--- config.mk ---
export PLATFORM = sky130hd
export DESIGN_NAME = hsst_tx_framer
export DESIGN_NICKNAME = d
export VERILOG_FILES = /design/src/rtl/hsst_pkg.sv /design/src/rtl/hsst_tx_framer.sv
export SDC_FILE = /design/constraint.sdc
export NUM_CORES = 1
export LEC_CHECK = 0
export ABC_AREA = 1
export BUFFER_PORTS_ARGS = -buffer_cell sky130_fd_sc_hd__buf_2
export CORE_UTILIZATION = 50
export DETAILED_ROUTE_END_ITERATION = 10
export PLACE_DENSITY = 0.73
export SLEW_MARGIN = 20
export SYNTH_ARGS = -nofsm -noshare
export SYNTH_HDL_FRONTEND = slang
export SYNTH_SLANG_ARGS = --single-unit
--- constraint.sdc ---
create_clock -name tx_clk -period 6.8 [get_ports tx_clk]
set_input_delay 0.68 -clock tx_clk [delete_from_list [all_inputs] [get_ports tx_clk]]
set_output_delay 0.68 -clock tx_clk [all_outputs]
set_load 0.005 [all_outputs]
--- src/rtl/hsst_pkg.sv ---
// Shared HSST lane definitions: K codes, framer states and lane word builders.
// Used by the TX framer and the RX comma/frame parser.
package hsst_pkg;

  localparam int unsigned DATA_W = 32;
  localparam int unsigned K_W    = 4;
  localparam int unsigned LEN_W  = 16;
  localparam int unsigned SEQ_W  = 8;
  localparam int unsigned CSUM_W = 24;

  localparam logic [7:0] K28_5 = 8'hBC;
  localparam logic [7:0] K27_7 = 8'hFB;
  localparam logic [7:0] K29_7 = 8'hFD;
  localparam logic [7:0] K28_0 = 8'h1C;

  localparam logic [K_W-1:0] K_LANE0 = 4'b0001;
  localparam logic [K_W-1:0] K_NONE  = 4'b0000;

  typedef enum logic [2:0] {
    ST_IDLE = 3'd0,
    ST_SOF  = 3'd1,
    ST_DATA = 3'd2,
    ST_PAD  = 3'd3,
    ST_EOF  = 3'd4,
    ST_IFG  = 3'd5,
    ST_DROP = 3'd6
  } tx_state_e;

  typedef struct packed {
    logic [DATA_W-1:0] data;
    logic [K_W-1:0]    k;
  } hsst_word_t;

  localparam hsst_word_t IDLE_WORD = '{data: {24'h0, K28_5}, k: K_LANE0};
  localparam hsst_word_t FILL_WORD = '{data: {24'h0, K28_0}, k: K_LANE0};
  localparam hsst_word_t PAD_WORD  = '{data: '0, k: K_NONE};

  function automatic hsst_word_t sof_word(input logic [LEN_W-1:0] len,
                                          input logic [SEQ_W-1:0] seq);
    sof_word = '{data: {len, seq, K27_7}, k: K_LANE0};
  endfunction

  function automatic hsst_word_t eof_word(input logic [CSUM_W-1:0] csum);
    eof_word = '{data: {csum, K29_7}, k: K_LANE0};
  endfunction

endpackage

--- src/rtl/hsst_tx_framer.sv ---
// HSST TX framer: wraps a valid/ready word stream into comma/SOF/payload/EOF
// lane words with every K character in byte lane 0.
module hsst_tx_framer
  import hsst_pkg::*;
#(
  parameter int unsigned MAX_LEN = 1024,
  parameter int unsigned IFG_MIN = 4
) (
  input  logic              tx_clk,
  input  logic              rst_n,
  input  logic              s_valid,
  output logic              s_ready,
  input  logic [DATA_W-1:0] s_data,
  input  logic              s_last,
  input  logic [LEN_W-1:0]  s_len,
  output logic [DATA_W-1:0] hsst_txd,
  output logic [K_W-1:0]    hsst_txk,
  output logic              frame_done,
  output logic              len_err
);

  localparam int unsigned IFG_W    = (IFG_MIN < 1) ? 1 : $clog2(IFG_MIN + 1);
  localparam int unsigned IFG_LAST = (IFG_MIN == 0) ? 0 : IFG_MIN - 1;

  tx_state_e         state_q, state_d;
  logic [LEN_W-1:0]  len_q, len_d;
  logic [LEN_W-1:0]  cnt_q, cnt_d;
  logic [DATA_W-1:0] csum_q, csum_d;
  logic [SEQ_W-1:0]  seq_q, seq_d;
  logic [IFG_W-1:0]  ifg_cnt_q, ifg_cnt_d;
  logic              drop_q, drop_d;
  hsst_word_t        out_q, out_d;
  logic              frame_done_q, frame_done_d;
  logic              len_err_q, len_err_d;
  logic              len_ok;
  logic              last_slot;

  assign s_ready   = (state_q == ST_DATA) || (state_q == ST_DROP);
  assign len_ok    = (s_len != '0) && (s_len <= LEN_W'(MAX_LEN));
  assign last_slot = (cnt_q == len_q - LEN_W'(1));

  // Next-state and next-output word; the chosen word is driven one clock later.
  always_comb begin
    state_d      = state_q;
    len_d        = len_q;
    cnt_d        = cnt_q;
    csum_d       = csum_q;
    seq_d        = seq_q;
    ifg_cnt_d    = ifg_cnt_q;
    drop_d       = drop_q;
    out_d        = IDLE_WORD;
    frame_done_d = 1'b0;
    len_err_d    = 1'b0;

    case (state_q)
      ST_IDLE: begin
        if (s_valid && (ifg_cnt_q >= IFG_W'(IFG_MIN))) begin
          if (len_ok) begin
            len_d   = s_len;
            cnt_d   = '0;
            csum_d  = '0;
            drop_d  = 1'b0;
            state_d = ST_SOF;
          end else begin
            len_err_d = 1'b1;
            state_d   = ST_DROP;
          end
        end
      end
      ST_SOF: begin
        out_d   = sof_word(len_q, seq_q);
        state_d = ST_DATA;
      end
      ST_DATA: begin
        if (s_valid) begin
          out_d  = '{data: s_data, k: K_NONE};
          csum_d = csum_q + s_data;
          cnt_d  = cnt_q + LEN_W'(1);
          if (last_slot) begin
            if (!s_last) begin
              len_err_d = 1'b1;
              drop_d    = 1'b1;
            end
            state_d = ST_EOF;
          end else if (s_last) begin
            len_err_d = 1'b1;
            state_d   = ST_PAD;
          end
        end else begin
          // Starved mid-frame: keep the lane busy with a K filler.
          out_d = FILL_WORD;
        end
      end
      ST_PAD: begin
        out_d = PAD_WORD;
        cnt_d = cnt_q + LEN_W'(1);
        if (last_slot) state_d = ST_EOF;
      end
      ST_EOF: begin
        out_d        = eof_word(csum_q[CSUM_W-1:0]);
        frame_done_d = 1'b1;
        seq_d        = seq_q + SEQ_W'(1);
        ifg_cnt_d    = '0;
        drop_d       = 1'b0;
        if (drop_q)            state_d = ST_DROP;
        else if (IFG_MIN == 0) state_d = ST_IDLE;
        else                   state_d = ST_IFG;
      end
      ST_IFG: begin
        if (ifg_cnt_q < IFG_W'(IFG_MIN)) ifg_cnt_d = ifg_cnt_q + IFG_W'(1);
        if (ifg_cnt_q >= IFG_W'(IFG_LAST)) state_d = ST_IDLE;
      end
      ST_DROP: begin
        if (s_valid && s_last) begin
          ifg_cnt_d = '0;
          state_d   = (IFG_MIN == 0) ? ST_IDLE : ST_IFG;
        end
      end
      default: state_d = ST_IDLE;
    endcase
  end

  always_ff @(posedge tx_clk or negedge rst_n) begin
    if (!rst_n) begin
      state_q      <= ST_IDLE;
      len_q        <= '0;
      cnt_q        <= '0;
      csum_q       <= '0;
      seq_q        <= '0;
      ifg_cnt_q    <= IFG_W'(IFG_MIN);
      drop_q       <= 1'b0;
      out_q        <= IDLE_WORD;
      frame_done_q <= 1'b0;
      len_err_q    <= 1'b0;
    end else begin
      state_q      <= state_d;
      len_q        <= len_d;
      cnt_q        <= cnt_d;
      csum_q       <= csum_d;
      seq_q        <= seq_d;
      ifg_cnt_q    <= ifg_cnt_d;
      drop_q       <= drop_d;
      out_q        <= out_d;
      frame_done_q <= frame_done_d;
      len_err_q    <= len_err_d;
    end
  end

  assign hsst_txd   = out_q.data;
  assign hsst_txk   = out_q.k;
  assign frame_done = frame_done_q;
  assign len_err    = len_err_q;

endmodule

==> out/results.tsv, run 1 <==
stage	metric	value	unit
run_status	status	complete, no violations	
worst_setup_path	worstSetupStartpointType	flip-flop	
grt	grt-ovfl-total	0	
pwr	leakage	4.023	nW
grt	track_usage	0.2858	
grt	antenna_found_initial	0	
final_layout	final_area	7789	µm²
routing	firstDrtPassIters	5	
worst_setup_path	cp.required	7090	ps
routing	wl_per_cell	15.87	µm
timing	finClkSkew	10.31	ps
placement	port_buffers	87	
clock_tree	clockRootBuffer	clkbuf_16	
yosys	synthTopCellsByCount	nand2_1, inv_1, dfrtp_1	
final_layout	drive_gt1_frac	0.1492	
timing	finalSetupViolCount	0	
worst_setup_path	crit_path_max_incr_delay	500	ps
worst_setup_path	critPathTopFamily	simple AND/OR/NAND/NOR gates	
grt	grt_pass1_wl	31450	µm
routing	drc	0	
worst_setup_path	crit_chain	nor2_2 -> inv_2 -> nor2_4 -> inv_4 -> nor2_4 -> inv_2 -> a21oi_4 -> a21oi_1 -> nand2_1 -> inv_1 -> o21ai_0 -> o21a_1	
yosys	syn_area_per_cell	7.240	µm²
die	dieArea	14260	µm²
pwr	vdd_drop_max	0.0001699	V
clock_tree	clkTransAtPathRegs	80	ps
clock_tree	post_cts_resized	0	
yosys	yosysWarnings	0	
timing	worstMarginPinSlew	881.2	ps
final_layout	fin_nets	1116	
clock_tree	ctsHoldBuffers	0	
clock_tree	cts_sinks	106	
routing	wl	19290	µm
timing	rsz0062_at_grt	false	
clock_tree	insertion_delay	360	ps
die	start_util	0.5164	
clock_tree	h-tree-depth	3	
worst_setup_path	crit_path_end_kind	flip-flop	
pwr	power_density	347.5	nW/µm²
yosys	netlist_area	6893	µm²
timing	fin_tns_setup	0	ps
routing	num_vias	6508	
yosys	ys.flop_type	dfrtp_1	
final_layout	diodes	0	
yosys	yosysMostFrequentCell	nand2_1	
die	die_height	119.4	µm
grt	grt_pass1_vias	6282	
worst_setup_path	cp_num_buf_inv	4	
run	timing.max_cap.violations	0	
die	ios	91	
routing	viasPerCell	5.356	
yosys	yosysUniqueCellTypes	51	
clock_tree	clk_path_buf_depth	2	
final_layout	area_growth_syn_to_layout	13.00	%
clock_tree	postCtsSetupRepairBufs	0	
routing	drt_iter0_drc	481	
die	core	13350	µm²
clock_tree	cts_tree	yes	
placement	dp_hpwl	14860	µm
grt	grt_max_degree	65	
worst_setup_path	criticalPathCategory	reg -> reg	
yosys	synth_cells	952	
timing	slew_violations	0	
timing	fin_crit_sh	0.4153	
worst_hold_path	hp-class	in -> async	
timing	fmax	354.1	MHz
worst_setup_path	slowest_stage	dfrtp_1	
worst_setup_path	reg2reg_slack	3980	ps
worst_setup_path	arrival	3110	ps
yosys	ys_ff_latch	106	
timing	relSlewSlack	0.4109	
yosys	synth-edff-count	0	
placement	place_area	7462	µm²
timing	final_hold_viol_count	0	
yosys	synth.top_cell.area_share	0.3594	
worst_setup_path	crit_fanout	20	
yosys	seq_area_frac_synth	0.3861	
yosys	synthTopCellsByArea	dfrtp_1, nand2_1, inv_1	
die	rows	42	
clock_tree	cts_made_buffers	9	
die	die_w	119.4	µm
yosys	yosysTopAreaCell	dfrtp_1	
timing	period_minus_slack	2824	ps
yosys	async_flop_share	1.000	
routing	detail-route-antenna-nets	0	
placement	gp_congestion	0.9914	
-- per-layer routing --
layer | GRT usage | vias to the layer above | share of wire
met4 | 0.1445 | 0 | 0.049
met3 | 0.06609 | 53 | 0.063
li1 | - | 3236 | -
met5 | 0 | - | 0
met2 | 0.4662 | 198 | 0.47
met1 | 0.3541 | 3021 | 0.41
-- stage by stage --
stage / hold slack (ps) / power (mW) / setup slack (ps) / util / cells
after floorplan: 384.4 / 1.788 / 4520 / - / 954
after global placement: 458.7 / 2.101 / 4052 / 0.5591 / 1199
after detailed placement: 463.4 / 2.123 / 3948 / 0.5591 / 1199
after CTS: 322.7 / 2.706 / 3978 / 0.5835 / 1215
after global routing: 337.3 / 2.915 / 3726 / 0.5835 / 1215
final: 300.9 / 2.706 / 3976 / 0.5835 / 1215
-- cells by family (layout without fill, tap and decap cells) --
logic type / count (synthesis) / after routing / share of synthesized area
buf+inv: 145 / 230 / 0.08659
other cells: 1 / 3 / 0.0005440
simple gates: 491 / 491 / 0.2984
flops: 106 / 106 / 0.3861
fa+ha+maj: 30 / 30 / 0.05555
xor+xnor: 29 / 29 / 0.03685
compound gates: 150 / 150 / 0.1360
-- state kept, by name (all words and copies together) (netlist names) --
name / flops
hsst_txd: 32
csum_q: 24
cnt_q: 16
len_q: 16
seq_q: 8
ifg_cnt_q: 3
state_q: 3
drop_q: 1
frame_done: 1
hsst_txk: 1
len_err: 1
-- area by class of cell --
class	instances	area, µm²
Timing Repair Buffer	92	475.5
Multi-Input combinational cell	703	3645
Clock buffer	9	225.2
Fill cell	1292	5559
Tap cell	176	220.2
Clock inverter	7	101.3
Inverter	122	460.4
Sequential cell	106	2661
-- placed cells by master (no fill, tap or decap), drive strengths merged, types with 17 or more instances in the layout --
cell / synthesis / layout
nor3: 17 / 17
xor2: 18 / 18
nand2: 299 / 299
nor2: 87 / 87
o21ai: 66 / 66
buf: 14 / 92
a21oi: 41 / 41
ha: 29 / 29
nand3: 64 / 64
dfrtp: 99 / 99
inv: 121 / 123
-- power by group --
| part | internal [mW] | leakage [nW] | switching (mW) |
|---|---|---|---|
| combinational | 0.413 | 2.46 | 0.795 |
| clock | 0.327 | 0.158 | 0.251 |
| sequential | 0.800 | 1.40 | 0.120 |
-- final timing paths --
path | start | endpoint | depth (start not counted)
setup / recovery | state_q[2] | cnt_q[6] | 12
hold / removal | rst_n | hsst_txd[12] | 1
setup reg to reg | state_q[2] | cnt_q[6] | 12
hold reg to reg | seq_q[7] | seq_q[7] | 1
max in group asynchronous | rst_n | cnt_q[13] | 2
min in group tx_clk | seq_q[7] | seq_q[7] | 1
Note: power is estimated with default switching activity, not from simulation.
==> run 2, diff against run 1 <==
PLACE_DENSITY = 0.75   (was 0.73)
clock period = 2.55 ns   (was 6.8 ns; I/O delays follow)
==> run 2 against run 1 <==
Effect of this change:
- combinational power rose to 2.8 times the previous value
- critical path depth is 2 higher
- sequential share of layout area down 0.74 points
- first-iteration DRC count decreased by 12%
- via count grew 1.0%
- worst setup slack got worse by 3800 ps
- count of clock-buffer cells in the layout up 1
- clock power increased by 120%
- final cell count increased by 1.6%
- sequential cell count did not move
- die area did not move
- largest cell class unchanged
- highest routed layer unchanged
==> out/results.tsv, run 2 (same netlist as run 1, synthesis figures left out) <==
stage	metric	value	unit	change
worst_setup_path	worstSetupStartpointType	flip-flop		
routing	viasPerCell	5.328		-0.53%
pwr	combinationalPowerShare	0.470		+0.023
pwr	clock_power_share	0.182		-0.032
pwr	vdd_drop_max	0.0004068	V	+140%
timing	relSlewSlack	0.5493		+0.1384
timing	worstMarginPinSlew	675.3	ps	-205.9 ps
die	die_height	119.4	µm	unchanged
timing	hold_slack	103.5	ps	-197.4 ps
pwr	switchingPower	3.135	mW	+170%
worst_setup_path	criticalPathCategory	reg -> reg		
clock_tree	clockRootBuffer	clkbuf_16		
clock_tree	clk_path_buf_depth	2		unchanged
final_layout	area_growth_syn_to_layout	15.65	%	
grt	grt_pass1_wl	31660	µm	+0.68%
die	ios	91		unchanged
die	die_w	119.4	µm	unchanged
grt	grt_pass1_vias	6328		+0.73%
die	start_util	0.5164		unchanged
worst_hold_path	hp-class	in -> reg		
final_layout	drive_gt1_frac	0.1853		+0.03607
routing	drt_iter0_drc	423		-12%
timing	finClkSkew	9.365	ps	-0.9433 ps
grt	track_usage	0.2900		+0.004168
clock_tree	cts_tree	yes		
run	timing.max_cap.violations	0		unchanged
pwr	p_sw_frac	0.4407		+0.009729
final_layout	largest_register_ffs	32		unchanged
routing	wl_per_cell	15.82	µm	-0.32%
clock_tree	insertion_delay	360	ps	about the same
final_layout	diodes	0		unchanged
timing	rsz0062_at_grt	false		
grt	grt_max_degree	50		-23%
pwr	p_total	7.115	mW	+160%
worst_setup_path	cp.required	2800	ps	-4290 ps
final_layout	layout_common_cells	nand2_1, inv_1, dfrtp_1, buf_2, nor2_1		
final_layout	fillers	1280		-0.93%
routing	wl	19530	µm	+1.2%
clock_tree	h-tree-depth	3		unchanged
placement	dp_hpwl	15340	µm	+3.2%
timing	period_minus_slack	2393	ps	-430.6 ps
placement	gp_congestion	0.9680		-2.4%
grt	antenna_found_initial	0		unchanged
pwr	leakage	4.104	nW	+2.0%
pwr	power_frac_seq	0.348		+0.008
die	rows	42		unchanged
pwr	internal_power	3.979	mW	+160%
die	dieArea	14260	µm²	unchanged
worst_setup_path	crit_fanout	6		-70%
clock_tree	cts_made_buffers	9		unchanged
timing	finalSetupViolCount	0		unchanged
timing	fin_tns_setup	0	ps	unchanged
routing	firstDrtPassIters	7		+2
clock_tree	cts_sinks	106		unchanged
worst_setup_path	crit_path_end_kind	flip-flop		
timing	slew_violations	0		unchanged
routing	num_vias	6575		+1.0%
pwr	power_density	892.5	nW/µm²	+160%
routing	drc	0		unchanged
timing	fin_crit_sh	0.9386		+0.5233
clock_tree	clkTransAtPathRegs	70	ps	about the same
grt	grt-ovfl-total	0		unchanged
placement	port_buffers	87		unchanged
timing	final_hold_viol_count	0		unchanged
timing	fmax	417.8	MHz	+18%
final_layout	fin_nets	1135		+1.7%
final_layout	final_common_cell	nand2_1		
routing	detail-route-antenna-nets	0		unchanged
worst_setup_path	arrival	2640	ps	-470 ps
final_layout	finalCoreUtilization	0.5972		+0.01369
die	core	13350	µm²	unchanged
run_status	status	complete, no violations		
-- run 2: critical path, cell delays in order, from the launching register on --
cell,delay [ps]
dfrtp_2,460
nor2_2,200
nand2_2,110
nor2_4,200
xor2_1,200
nand2_1,90
nor4b_2,240
nand3_1,160
ha_2,190
nand2_1,60
nand2_1,60
nor2_2,120
nand2_2,80
nand2_1,60
nand2_1,50
-- run 2: layer usage --
layer / GRT usage / vias to the layer above / wire [µm] / part of all wire
li1: - / 3270 / - / -
met1: 0.3621 / 3053 / 8396 / 0.43
met2: 0.4851 / 204 / 9136 / 0.47
met3: 0.05987 / 48 / 1194 / 0.061
met4: 0.1250 / 0 / 800 / 0.041
met5: 0 / - / 0 / 0
-- run 2: final cells by class --
class | instances | area (µm²) | area share
clock inverters | 6 | 42.54 | 0.005337
well taps | 176 | 220.2 | 0.02763
clock buffers | 10 | 229.0 | 0.02872
repair buffers | 111 | 633.1 | 0.07942
multi-input cells | 703 | 3721 | 0.4668
inverters | 122 | 460.4 | 0.05776
flip-flops and latches | 106 | 2665 | 0.3343
-- run 2: worst paths after layout --
kind	start	endpoint	slack, ps	depth (start not counted)
setup / recovery	len_q[2]	state_q[1]	160	14
setup reg to reg	len_q[2]	state_q[1]	160	14
hold / removal	s_data[27]	hsst_txd[27]	100	3
max in group asynchronous	rst_n	ifg_cnt_q[2]	1440	3
min in group asynchronous	rst_n	hsst_txd[11]	390	2
hold reg to reg	seq_q[7]	seq_q[7]	480	1
-- run 2: power groups by stage --
stage / registers (mW) / logic (mW) / clock network (mW)
after CTS: 2.47 / 3.28 / 1.34
after global routing: 2.53 / 3.75 / 1.39
after global placement: 2.50 / 3.23 / 0
after detailed placement: 2.50 / 3.27 / 0
final: 2.48 / 3.34 / 1.30
after floorplan: 2.40 / 2.36 / 0
-- run 2: metrics by stage --
stage / std cells / worst slack (ps) / area (µm²)
after floorplan: 954 / 269.7 / 6900
after global routing: 1234 / 0.4181 / 7971
final: 1234 / 156.6 / 7971
after global placement: 1211 / 33.72 / 7565
after CTS: 1228 / 20.26 / 7849
after detailed placement: 1211 / -25.95 / 7565
-- run 2: what timing repair did --
action,CTS,global route
pin swaps,2,5
buffers inserted,0,6
resized for setup,1,25
endpoints found under the setup margin,3,4
hold buffers,1,0
endpoints found under the hold margin,33,0
